===== src/rtl/mem_stage.sv =====
// rtl/mem_stage.sv - MEM stage: branch resolve, req/ack data-memory port, MEM/WB register
module mem_stage #(
  parameter int DATA_W = 32,
  parameter int REG_W  = 5
) (
  input  logic              clk,
  input  logic              rst,
  input  logic              in_valid,
  input  logic              in_mem_read,
  input  logic              in_mem_write,
  input  logic              in_branch,
  input  logic              in_reg_write,
  input  logic              in_mem_to_reg,
  input  logic [DATA_W-1:0] inAdder,
  input  logic              inZf,
  input  logic [DATA_W-1:0] inOutAlu,
  input  logic [DATA_W-1:0] inRD2,
  input  logic [REG_W-1:0]  inMux5b,
  output logic              mem_req,
  output logic              mem_we,
  output logic [DATA_W-1:0] mem_addr,
  output logic [DATA_W-1:0] mem_wdata,
  input  logic [DATA_W-1:0] mem_rdata,
  input  logic              mem_ack,
  output logic              stall,
  output logic              pc_src,
  output logic [DATA_W-1:0] branch_target,
  output logic              addr_err,
  output logic              wb_valid,
  output logic              wb_reg_write,
  output logic              wb_mem_to_reg,
  output logic [DATA_W-1:0] wb_read_data,
  output logic [DATA_W-1:0] wb_alu_result,
  output logic [REG_W-1:0]  wb_rd
);

  typedef enum logic {IDLE, WAIT} stateT;

  stateT state, nextState;

  logic             memOp;
  logic             aligned;
  logic             heldRegWrite;
  logic             heldMemToReg;
  logic [REG_W-1:0] heldRd;

  assign memOp         = in_valid & (in_mem_read | in_mem_write);
  assign aligned       = (inOutAlu[1:0] == 2'b00);
  assign pc_src        = in_valid & in_branch & inZf;
  assign branch_target = inAdder;

  always_comb begin
    nextState = state;
    stall     = 1'b0;
    if (state == IDLE) begin
      if (memOp && aligned) begin
        stall     = 1'b1;
        nextState = WAIT;
      end
    end else begin
      if (mem_ack) begin
        nextState = IDLE;
      end else begin
        stall = 1'b1;
      end
    end
  end

  always_ff @(posedge clk) begin
    if (rst) begin
      state         <= IDLE;
      mem_req       <= 1'b0;
      mem_we        <= 1'b0;
      mem_addr      <= '0;
      mem_wdata     <= '0;
      addr_err      <= 1'b0;
      wb_valid      <= 1'b0;
      wb_reg_write  <= 1'b0;
      wb_mem_to_reg <= 1'b0;
      wb_read_data  <= '0;
      wb_alu_result <= '0;
      wb_rd         <= '0;
      heldRegWrite  <= 1'b0;
      heldMemToReg  <= 1'b0;
      heldRd        <= '0;
    end else begin
      state    <= nextState;
      addr_err <= 1'b0;
      if (state == IDLE) begin
        if (!memOp) begin
          wb_valid      <= in_valid;
          wb_reg_write  <= in_reg_write;
          wb_mem_to_reg <= in_mem_to_reg;
          wb_read_data  <= '0;
          wb_alu_result <= inOutAlu;
          wb_rd         <= inMux5b;
        end else if (aligned) begin
          mem_req      <= 1'b1;
          mem_we       <= in_mem_write;
          mem_addr     <= inOutAlu;
          mem_wdata    <= inRD2;
          heldRegWrite <= in_reg_write;
          heldMemToReg <= in_mem_to_reg;
          heldRd       <= inMux5b;
          wb_valid     <= 1'b0;
        end else begin
          // Misaligned: retire without touching memory and without a register write.
          addr_err      <= 1'b1;
          wb_valid      <= 1'b1;
          wb_reg_write  <= 1'b0;
          wb_mem_to_reg <= in_mem_to_reg;
          wb_read_data  <= '0;
          wb_alu_result <= inOutAlu;
          wb_rd         <= inMux5b;
        end
      end else begin
        if (mem_ack) begin
          mem_req       <= 1'b0;
          wb_valid      <= 1'b1;
          wb_reg_write  <= heldRegWrite;
          wb_mem_to_reg <= heldMemToReg;
          wb_read_data  <= mem_we ? '0 : mem_rdata;
          wb_alu_result <= mem_addr;
          wb_rd         <= heldRd;
        end else begin
          wb_valid <= 1'b0;
        end
      end
    end
  end

endmodule


===== config.mk =====
export PLATFORM = sky130hd
export DESIGN_NAME = mem_stage
export DESIGN_NICKNAME = d
export VERILOG_FILES = /design/src/rtl/mem_stage.sv
export SDC_FILE = /design/constraint.sdc
export NUM_CORES = 1
export LEC_CHECK = 0
export BUFFER_PORTS_ARGS = -buffer_cell sky130_fd_sc_hd__buf_2
export CELL_PAD_IN_SITES_DETAIL_PLACEMENT = 1
export CELL_PAD_IN_SITES_GLOBAL_PLACEMENT = 1
export CORE_UTILIZATION = 34
export DETAILED_ROUTE_END_ITERATION = 7
export PLACE_DENSITY = 0.88
export RECOVER_POWER = 100
export SLEW_MARGIN = 20
export SYNTH_ARGS = -nofsm -noshare
export SYNTH_HDL_FRONTEND = slang
export SYNTH_SLANG_ARGS = --single-unit
export TNS_END_PERCENT = 1

===== constraint.sdc =====
create_clock -name clk -period 1.8 [get_ports clk]
set_input_delay 0.09 -clock clk [delete_from_list [all_inputs] [get_ports clk]]
set_output_delay 0.09 -clock clk [all_outputs]
set_load 0.005 [all_outputs]

==> results of run 1 <==
## layer usage
| layer | vias to the layer above | part of all wire, % |
|---|---|---|
| met5 | - | 0 |
| met4 | 0 | 4.0 |
| met3 | 90 | 5.2 |
| met2 | 313 | 52 |
| met1 | 3966 | 39 |
| li1 | 3623 | - |
## timing repair
| item | 4_1_cts | 5_1_grt |
|---|---|---|
| resized for setup | 0 | 1 |
| endpoints found under the setup margin | 1 | 1 |
| pin swaps | 0 | 1 |
| hold buffers | 102 | 0 |
| cloned | 1 | 0 |
| setup buffers | 2 | 1 |
| endpoints found under the hold margin | 102 | 0 |
## through the flow
| stage | hold WS [ns] | instance area [sq um] | util, % |
|---|---|---|---|
| 2_1_floorplan | 0.2288 | 7087 | - |
| 3_3_place_gp | 0.1800 | 8413 | 41.31 |
| 3_5_place_dp | 0.1800 | 8413 | 41.31 |
| 4_1_cts | 0.09560 | 10030 | 49.26 |
| 5_1_grt | 0.1183 | 9891 | 48.57 |
| 6_report | 0.1101 | 9891 | 48.57 |
## how the worst max path moves through the flow
stage / slack [ns] / cells past startpoint / endpoint
after floorplan: 0.31 / 7 / wb_read_data[10]
after global placement: 0.21 / 6 / wb_read_data[4]
after detailed placement: 0.09 / 6 / wb_read_data[3]
after CTS: 0.03 / 5 / stall
after global routing: 0.005 / 6 / mem_wdata[28]
final: 0.07 / 5 / stall
## worst register-to-register path, stage by stage (launching register included)
cell and delay (ns):
dfxtp_2 0.33, nand2b_4 0.17, o32ai_4 0.33, buf_12 0.16
buf_4 0.20, buf_12 0.18, mux2i_1 0.26
## report_power, final
| part | switching (W) | internal, W | leakage, nW |
|---|---|---|---|
| clock network | 0.00148 | 0.00194 | 0.265 |
| registers | 0.000127 | 0.00341 | 1.20 |
| logic | 0.000716 | 0.000585 | 2.07 |
## logic make-up after synthesis
kind of cell           after synthesis  share of synthesized area, %
AOI/OAI and AO/OA                  261                         25.88
and+or+nand+nor                    227                         17.62
DFF                                147                         41.53
buffers and inverters              139                         10.45
muxes                               32                         4.520
## layout make-up
type / instances / area (sq um)
timing repair buffer: 390 / 2581
inverter: 3 / 12.51
clock buffer: 19 / 442.9
fill: 2428 / 10470
tap: 270 / 337.8
clock inverter: 12 / 107.6
sequential: 147 / 2944
multi-input combinational: 520 / 3465
## placed cells by master (no fill, tap or decap), types with 3 or more instances in the layout
master	count
dfxtp_1	146
buf_2	144
clkbuf_1	108
nand4_1	107
dlygate4sd3_1	102
o211ai_1	76
a21oi_1	72
o31ai_1	70
nand2_1	64
or2_2	39
o2111ai_1	38
mux2i_1	32
clkbuf_16	17
buf_4	16
buf_12	12
clkbuf_2	6
clkinv_2	5
clkinvlp_4	3
==> impl_metrics.yaml, run 1 <==
floorplanning:
  initial_core_util_pct: 34.80
  rows: 52
  die_area_sq_mm: 0.02142
  die_x_um: 146.4
  coreArea_sq_mm: 0.02036
  die_h_um: 146.4
  ios: 316
route:
  drt_iter0_drc: 375
  drc: 0
  ant_nets: 0
  avgRoutedWirePerCell_um: 21.30
  vias_per_cell: 5.872
  vias: 7992
  wl_um: 28990
  dr.pass1.iters: 5
layout:
  drive_gt1_share_pct: 23.83
  area_delta_synth_final_pct: 39.57
  nets: 1222
  layoutNonFillerInstCount: 1361
  diodes: 0
setup_path:
  critPathSlowestCell: "dfxtp_2"
  crit_type: "reg -> out"
  reg2reg_depth: 6
  cp.required_ns: 1.71
  cp_top_family: "buffers and inverters"
  crit_path_end_kind: "primary output"
  critPathMaxFanout: 7
  path_cells: "nand2b_4 > o32ai_4 > buf_12 > buf_6 > buf_2"
  slowest_delay_ns: 0.33
  crit_start: "state"
  reg2reg_from: "state"
  rrSetupSlack_ns: 0.09
  worstSetupStartpointType: "flop"
  cp.buffers_inverters: 3
  timing.rr.end: "wb_read_data[13]"
  crit_arrival_ns: 1.64
timing:
  timing.final.crit_period_ns: 1.732
  period_share_pct: 96.22
  tightestPinTransition_ns: 0.5702
  setup-tns-final_ns: 0
  finalSetupViolCount: 0
  maxSlewHeadroom_pct: 61.99
  max_freq_ghz: 0.5774
  setup_ws_ns: 0.06807
  rsz0062_at_grt: "no"
  clock_skew_ns: 0.01252
  finalHoldViolations: 0
  maxSlewViolCount: 0
place:
  port_buffers: 251
  gp_congestion: 0.7472
  dp.cells: 1224
  dpl_worst_slack_ns: 0.08504
  hpwl_um: 16380
global_route:
  antenna_found_initial: 0
  use_met2_pct: 46.43
  met1_usage_pct: 29.39
  grt_use_total_pct: 26.29
  grt_pass1_wl_um: 45170
  busiest_layer: "met2"
  grt_max_degree: 74
  grt_pass1_vias: 8430
  grt_overflow: 0
  grt_use_met3_pct: 5.531
synthesis:
  syn_inst: 806
  synth_warnings: 0
  synth-seq-area-share_pct: 41.53
  async_flop_share_pct: 0
  synthesis.area_sq_mm: 0.007087
  synth.avg_cell_area_sq_um: 8.793
  ys.flop_type: "dfxtp_1"
  synth_edf_count: 0
  ys_ff_latch: 147
  synth.distinct_cells: 30
  synth_common_cells: "dfxtp_1, nand4_1, o211ai_1"
  ys_top_cells_by_area: "dfxtp_1, nand4_1, o211ai_1"
  synth_top_cell_area_share_pct: 41.53
  synth.most_common_cell: "dfxtp_1"
  yosysTopAreaCell: "dfxtp_1"
  synth_fp_nets: 949
status:
  status: "finished clean"
power:
  p_leak_nw: 3.539
  p_total_w: 0.008258
  irDropWorstVdd_mv: 0.5899
  power_density_mw_per_mm2: 835.0
hold_path:
  holdCritPathClass: "in -> reg"
  hp-start: "rst"
  whs_endpoint: "mem_addr[17]"
  hold-path-cell-count: 2
clock_network:
  clk_pin_slew_ns: 0.07
  cts_made_buffers: 17
  clk_path_buf_depth: 2
  clockRootBuffer: "clkbuf_16"
  cts.sinks: 147
  insertion_delay_ns: 0.42
  cts_max_level: 4
  cts_tree: "yes"
flow_run:
  maxCapViolations: 0
Note: power is estimated with default switching activity, not from simulation.
==> run 2, diff against run 1 <==
--- a/config.mk
+++ b/config.mk
@@ -8,6 +8,7 @@
 export BUFFER_PORTS_ARGS = -buffer_cell sky130_fd_sc_hd__buf_2
 export CELL_PAD_IN_SITES_DETAIL_PLACEMENT = 1
 export CELL_PAD_IN_SITES_GLOBAL_PLACEMENT = 1
+export CORE_MARGIN = 2
 export CORE_UTILIZATION = 34
 export DETAILED_ROUTE_END_ITERATION = 7
 export PLACE_DENSITY = 0.88
==> run 2 against run 1 <==
  * Critical path depth up 1
  * Fmax down 0.34%
  * Worst hold slack better by 0.070 ns
  * First-iteration DRC count down 2.7%
  * Power up 7.2%
  * Final cell count down 0.51%
  * Setup slack worse by 0.0060 ns
  * Largest cell class unchanged
==> impl_metrics.yaml, run 2 (synthesis gave the netlist of run 1 again) <==
power:
  irDropWorstVdd_mv: 0.7612
  p_total_w: 0.008855
  p_leak_nw: 3.551
  power_density_mw_per_mm2: 890.2
clock_network:
  cts_made_buffers: 17
  clk_path_buf_depth: 2
  clk_pin_slew_ns: 0.06
  clockRootBuffer: "clkbuf_16"
  cts_tree: "yes"
  cts_max_level: 4
  cts.sinks: 147
  insertion_delay_ns: 0.42
global_route:
  grt_max_degree: 87
  grt_overflow: 0
  use_met2_pct: 47.29
  grt_use_total_pct: 26.32
  met1_usage_pct: 29.23
  antenna_found_initial: 2
  grt_use_met3_pct: 5.276
  grt_pass1_wl_um: 46290
  busiest_layer: "met2"
  grt_pass1_vias: 8477
setup_path:
  crit_path_end_kind: "flop"
  slowest_delay_ns: 0.52
  reg2reg_depth: 5
  crit_arrival_ns: 2.05
  critPathMaxFanout: 41
  cp_top_family: "buffers and inverters"
  cp.required_ns: 2.11
  worstSetupPathDepth: 6
  crit_type: "in -> reg"
  cp.buffers_inverters: 3
  path_cells: "dlygate4sd3_1 > buf_2 > or2_4 > clkbuf_4 > nand4_1 > o211ai_1"
  critPathSlowestCell: "dlygate4sd3_1"
  worstSetupStartpointType: "primary input"
layout:
  area_delta_synth_final_pct: 40.36
  nets: 1212
  layoutNonFillerInstCount: 1354
  drive_gt1_share_pct: 23.75
  regArea_sq_mm: 0.002947
  nFillCells: 2425
  multi_input_area_sq_mm: 0.003460
  final_cell_mix: "buf_2, dfxtp_1, nand4_1"
  final_common_cell: "buf_2"
route:
  drc: 0
  vias: 8080
  avgRoutedWirePerCell_um: 22.39
  drt_iter0_drc: 365
  vias_per_cell: 5.968
  dr.pass1.iters: 5
  wl_um: 30310
  ant_nets: 0
timing:
  tightestPinTransition_ns: 0.6566
  clock_skew_ns: 0.01361
  finalHoldWorstSlack_ns: 0.1800
  timing.final.crit_period_ns: 1.738
  period_share_pct: 96.55
  setup_ws_ns: 0.06211
  max_freq_ghz: 0.5754
  maxSlewHeadroom_pct: 56.22
  finalSetupViolCount: 0
  maxSlewViolCount: 0
  finalHoldViolations: 0
floorplanning:
  die_area_sq_mm: 0.02201
  ios: 316
  initial_core_util_pct: 34.80
  coreArea_sq_mm: 0.02036
  die_x_um: 148.4
  die_h_um: 148.4
  rows: 52
place:
  gp_congestion: 0.7336
  dp.cells: 1214
  hpwl_um: 16140
  dpl_worst_slack_ns: 0.1393
  port_buffers: 251
hold_path:
  hold-path-cell-count: 0
  holdCritPathClass: "in -> out"
flow_run:
  maxCapViolations: 0
status:
  status: "finished clean"
run 2: changes by cell type in the layout (fill, tap and decap cells not counted), moves of 3 or more:
cell	delta
clkbuf_1	-7
clkbuf_2	-6
buf_2	+5
buf_4	-5
clkinv_2	-4
bufinv_16	+3
run 2: power by group:
group          switching [W]  internal, W  leakage, nW
Combinational       0.000718     0.000573         2.03
Clock                0.00155      0.00247        0.318
Sequential          0.000133      0.00341         1.20
Total                0.00240      0.00645         3.55
run 2: final timing paths:
path                                       from  slack (ns)                 to
worst max register to register            state        0.10   wb_read_data[22]
worst min-delay path                 inAdder[0]        0.18   branch_target[0]
worst max-delay path               in_mem_write        0.06  wb_alu_result[14]
worst min register to register  wb_read_data[7]        0.46    wb_read_data[7]
run 2: per-layer routing:
metal,vias up,share of wire (%)
met2,381,53
met3,96,5.3
met4,0,4.2
met5,-,0
met1,3989,38
li1,3614,-
run 2: what timing repair did:
action	4_1_cts	5_1_grt
hold endpoints to repair	102	0
gates resized for setup	0	2
hold buffers	103	0
pin swaps	1	0
gates cloned	1	1
setup buffers	1	0
setup endpoints to repair	1	1
run 2: area by class of cell:
cell class | count | area share (%)
tap | 270 | 3.396
multi-input combinational | 520 | 34.78
inverter | 3 | 0.1258
timing repair buffer | 380 | 25.40
clock inverter | 12 | 1.937
antenna | 2 | 0.05031
clock buffer | 20 | 4.692
sequential | 147 | 29.62
run 2: metrics by stage:
stage | cell area, sq um | utilization (%) | TNS (ns)
global route | 9947 | 48.84 | -0.004527
CTS | 10050 | 49.35 | 0
detailed placement | 8320 | 40.86 | 0
finish | 9947 | 48.84 | 0
floorplan | 7087 | - | 0
global placement | 8320 | 40.86 | 0
run 2: worst reg2reg max path, cell delays in order (launching register included):
cell and delay (ns):
dfxtp_4 0.38, buf_12 0.19, nor3b_2 0.22, clkbuf_4 0.41
nand2_1 0.12, mux2i_1 0.27
==> run 3, diff against run 2 <==
--- a/config.mk
+++ b/config.mk
@@ -9,9 +9,9 @@
 export CELL_PAD_IN_SITES_DETAIL_PLACEMENT = 1
 export CELL_PAD_IN_SITES_GLOBAL_PLACEMENT = 1
 export CORE_MARGIN = 2
-export CORE_UTILIZATION = 34
+export CORE_UTILIZATION = 37
 export DETAILED_ROUTE_END_ITERATION = 7
-export PLACE_DENSITY = 0.88
+export PLACE_DENSITY = 0.94
 export RECOVER_POWER = 100
 export SLEW_MARGIN = 20
 export SYNTH_ARGS = -nofsm -noshare
==> constraint.sdc (replaced) <==
create_clock -name clk -period 2.2 [get_ports clk]
set_input_delay 0.11 -clock clk [delete_from_list [all_inputs] [get_ports clk]]
set_output_delay 0.11 -clock clk [all_outputs]
set_load 0.005 [all_outputs]
==> run 3 against run 2 <==
  * Global-route usage is 1.9 points higher
  * Combinational power is 21% lower
  * Flip-flop and latch count stayed put
  * Die area is 7.9% lower
  * Design area is 2.1% lower
  * Core utilization is 3.0 points higher
  * First-iteration DRC count is 48% higher
==> impl_metrics.yaml, run 3 (synthesis gave the netlist of run 1 again) <==
global_route:
  use_met2_pct: 49.28
  grt_pass1_wl_um: 45680
  grt_pass1_vias: 8418
  grt_max_degree: 110
  grt_use_met3_pct: 4.643
  grt_overflow: 0
  grt_use_total_pct: 28.23
  busiest_layer: "met2"
  met1_usage_pct: 32.68
  antenna_found_initial: 2
timing:
  tightestPinTransition_ns: 1.020
  clock_skew_ns: 0.01294
  rsz0062_at_grt: "no"
  timing.final.crit_period_ns: 2.085
  maxSlewHeadroom_pct: 32.02
  maxSlewViolCount: 0
  finalSetupViolCount: 0
  finalHoldViolations: 0
  period_share_pct: 94.76
  setup-tns-final_ns: 0
  max_freq_ghz: 0.4797
flow_run:
  maxCapViolations: 0
place:
  gp_congestion: 0.7639
  port_buffers: 251
  hpwl_um: 15470
power:
  p_leak_nw: 3.448
  p_clk_share_pct: 45.3
  power_density_mw_per_mm2: 736.1
  pwr-share-comb_pct: 14.3
  p_seq_share_pct: 40.4
  irDropWorstVdd_mv: 0.5127
  switching_share_pct: 27.28
  p_sw_w: 0.001956
  intPower_w: 0.005213
clock_network:
  cts.sinks: 147
  cts_setup_buffers: 0
  cts_made_buffers: 17
  clockRootBuffer: "clkbuf_16"
  holdBufCountCts: 102
  clk_pin_slew_ns: 0.06
  cts_resized: 0
  insertion_delay_ns: 0.42
  clk_path_buf_depth: 2
  cts_max_level: 4
  cts_tree: "yes"
layout:
  area_delta_synth_final_pct: 37.43
  drive_gt1_share_pct: 22.49
  finalCoreUtilization_pct: 51.89
  nets: 1206
  final_cell_mix: "dfxtp_1, buf_2, clkbuf_1"
  final_common_cell: "dfxtp_1"
  nFillCells: 2271
setup_path:
  cp_top_family: "simple AND/OR/NAND/NOR gates"
  worstSetupStartpointType: "flop"
  critPathSlowestCell: "nor2b_2"
  cp.required_ns: 2.53
  crit_path_end_kind: "flop"
  path_cells: "buf_4 > nor2b_2 > buf_12 > nand4_1 > a21oi_1"
  critPathMaxFanout: 46
  crit_type: "reg -> reg"
  cp.buffers_inverters: 2
  slowest_delay_ns: 0.71
  crit_arrival_ns: 2.42
route:
  drt_iter0_drc: 540
  vias: 8078
  drc: 0
  dr.pass1.iters: 5
  wl_um: 29830
  vias_per_cell: 6.143
  ant_nets: 0
  avgRoutedWirePerCell_um: 22.68
floorplanning:
  die_area_sq_mm: 0.02028
  initial_core_util_pct: 37.76
  coreArea_sq_mm: 0.01877
  ios: 316
  rows: 50
  die_h_um: 142.4
  die_x_um: 142.4
hold_path:
  holdCritPathClass: "in -> reg"
status:
  status: "finished clean"
## run 3: cell types whose count changed in the layout (fill, tap and decap cells not counted), moves of 2 or more
cell / before / now
buf_2: 149 / 140
clkbuf_1: 101 / 111
buf_12: 10 / 7
inv_6: 3 / 5
diode_2: 2 / 5
inv_8: 2 / 0
## run 3: routing by layer
layer	up-vias	wire (um)
met5	-	0
li1	3594	-
met3	100	1462
met4	0	1439
met2	384	15250
met1	4000	11670
## run 3: final cells by class
type                       count  area, sq um  area share, %
clock buffer                  19        452.9          4.651
antenna                        5        12.51         0.1285
sequential                   147         2944          30.23
multi-input combinational    520         3455          35.47
tap                          234        292.8          3.006
clock inverter                13        192.7          1.978
timing repair buffer         374         2377          24.41
inverter                       3        12.51         0.1285
## run 3: stage by stage
step	cell area, sq um	total power (W)	std cells	hold slack (ns)	worst slack, ns
3_5_place_dp	8223	0.003815	1176	0.2200	0.4190
2_1_floorplan	7087	0.003456	806	0.2488	0.7070
5_1_grt	9732	0.007405	1312	0.1645	0.02349
6_report	9739	0.007169	1315	0.1392	0.1153
4_1_cts	9889	0.007192	1310	0.1152	0.1262
3_3_place_gp	8223	0.003779	1176	0.2200	0.5368
## run 3: worst register-to-register path, stage by stage, from the launching register on
cell,delay [ns]
dfxtp_2,0.41
buf_4,0.23
nor2b_2,0.71
buf_12,0.33
nand4_1,0.17
a21oi_1,0.17
## run 3: path summary, 6_finish.rpt
path	from	to	slack [ns]	cells past startpoint
hold reg to reg	wb_read_data[3]	wb_read_data[3]	0.47	2
setup / recovery	state	mem_addr[21]	0.12	5
hold / removal	mem_ack	wb_reg_write	0.14	4
setup reg to reg	state	mem_addr[21]	0.12	5
## run 3: power groups by stage
stage / Combinational [W] / Sequential (W) / Clock [W]
6_report: 0.00102 / 0.00290 / 0.00324
5_1_grt: 0.00109 / 0.00291 / 0.00340
4_1_cts: 0.00102 / 0.00289 / 0.00328
3_5_place_dp: 0.000867 / 0.00295 / 0
3_3_place_gp: 0.000838 / 0.00294 / 0
2_1_floorplan: 0.000515 / 0.00294 / 0
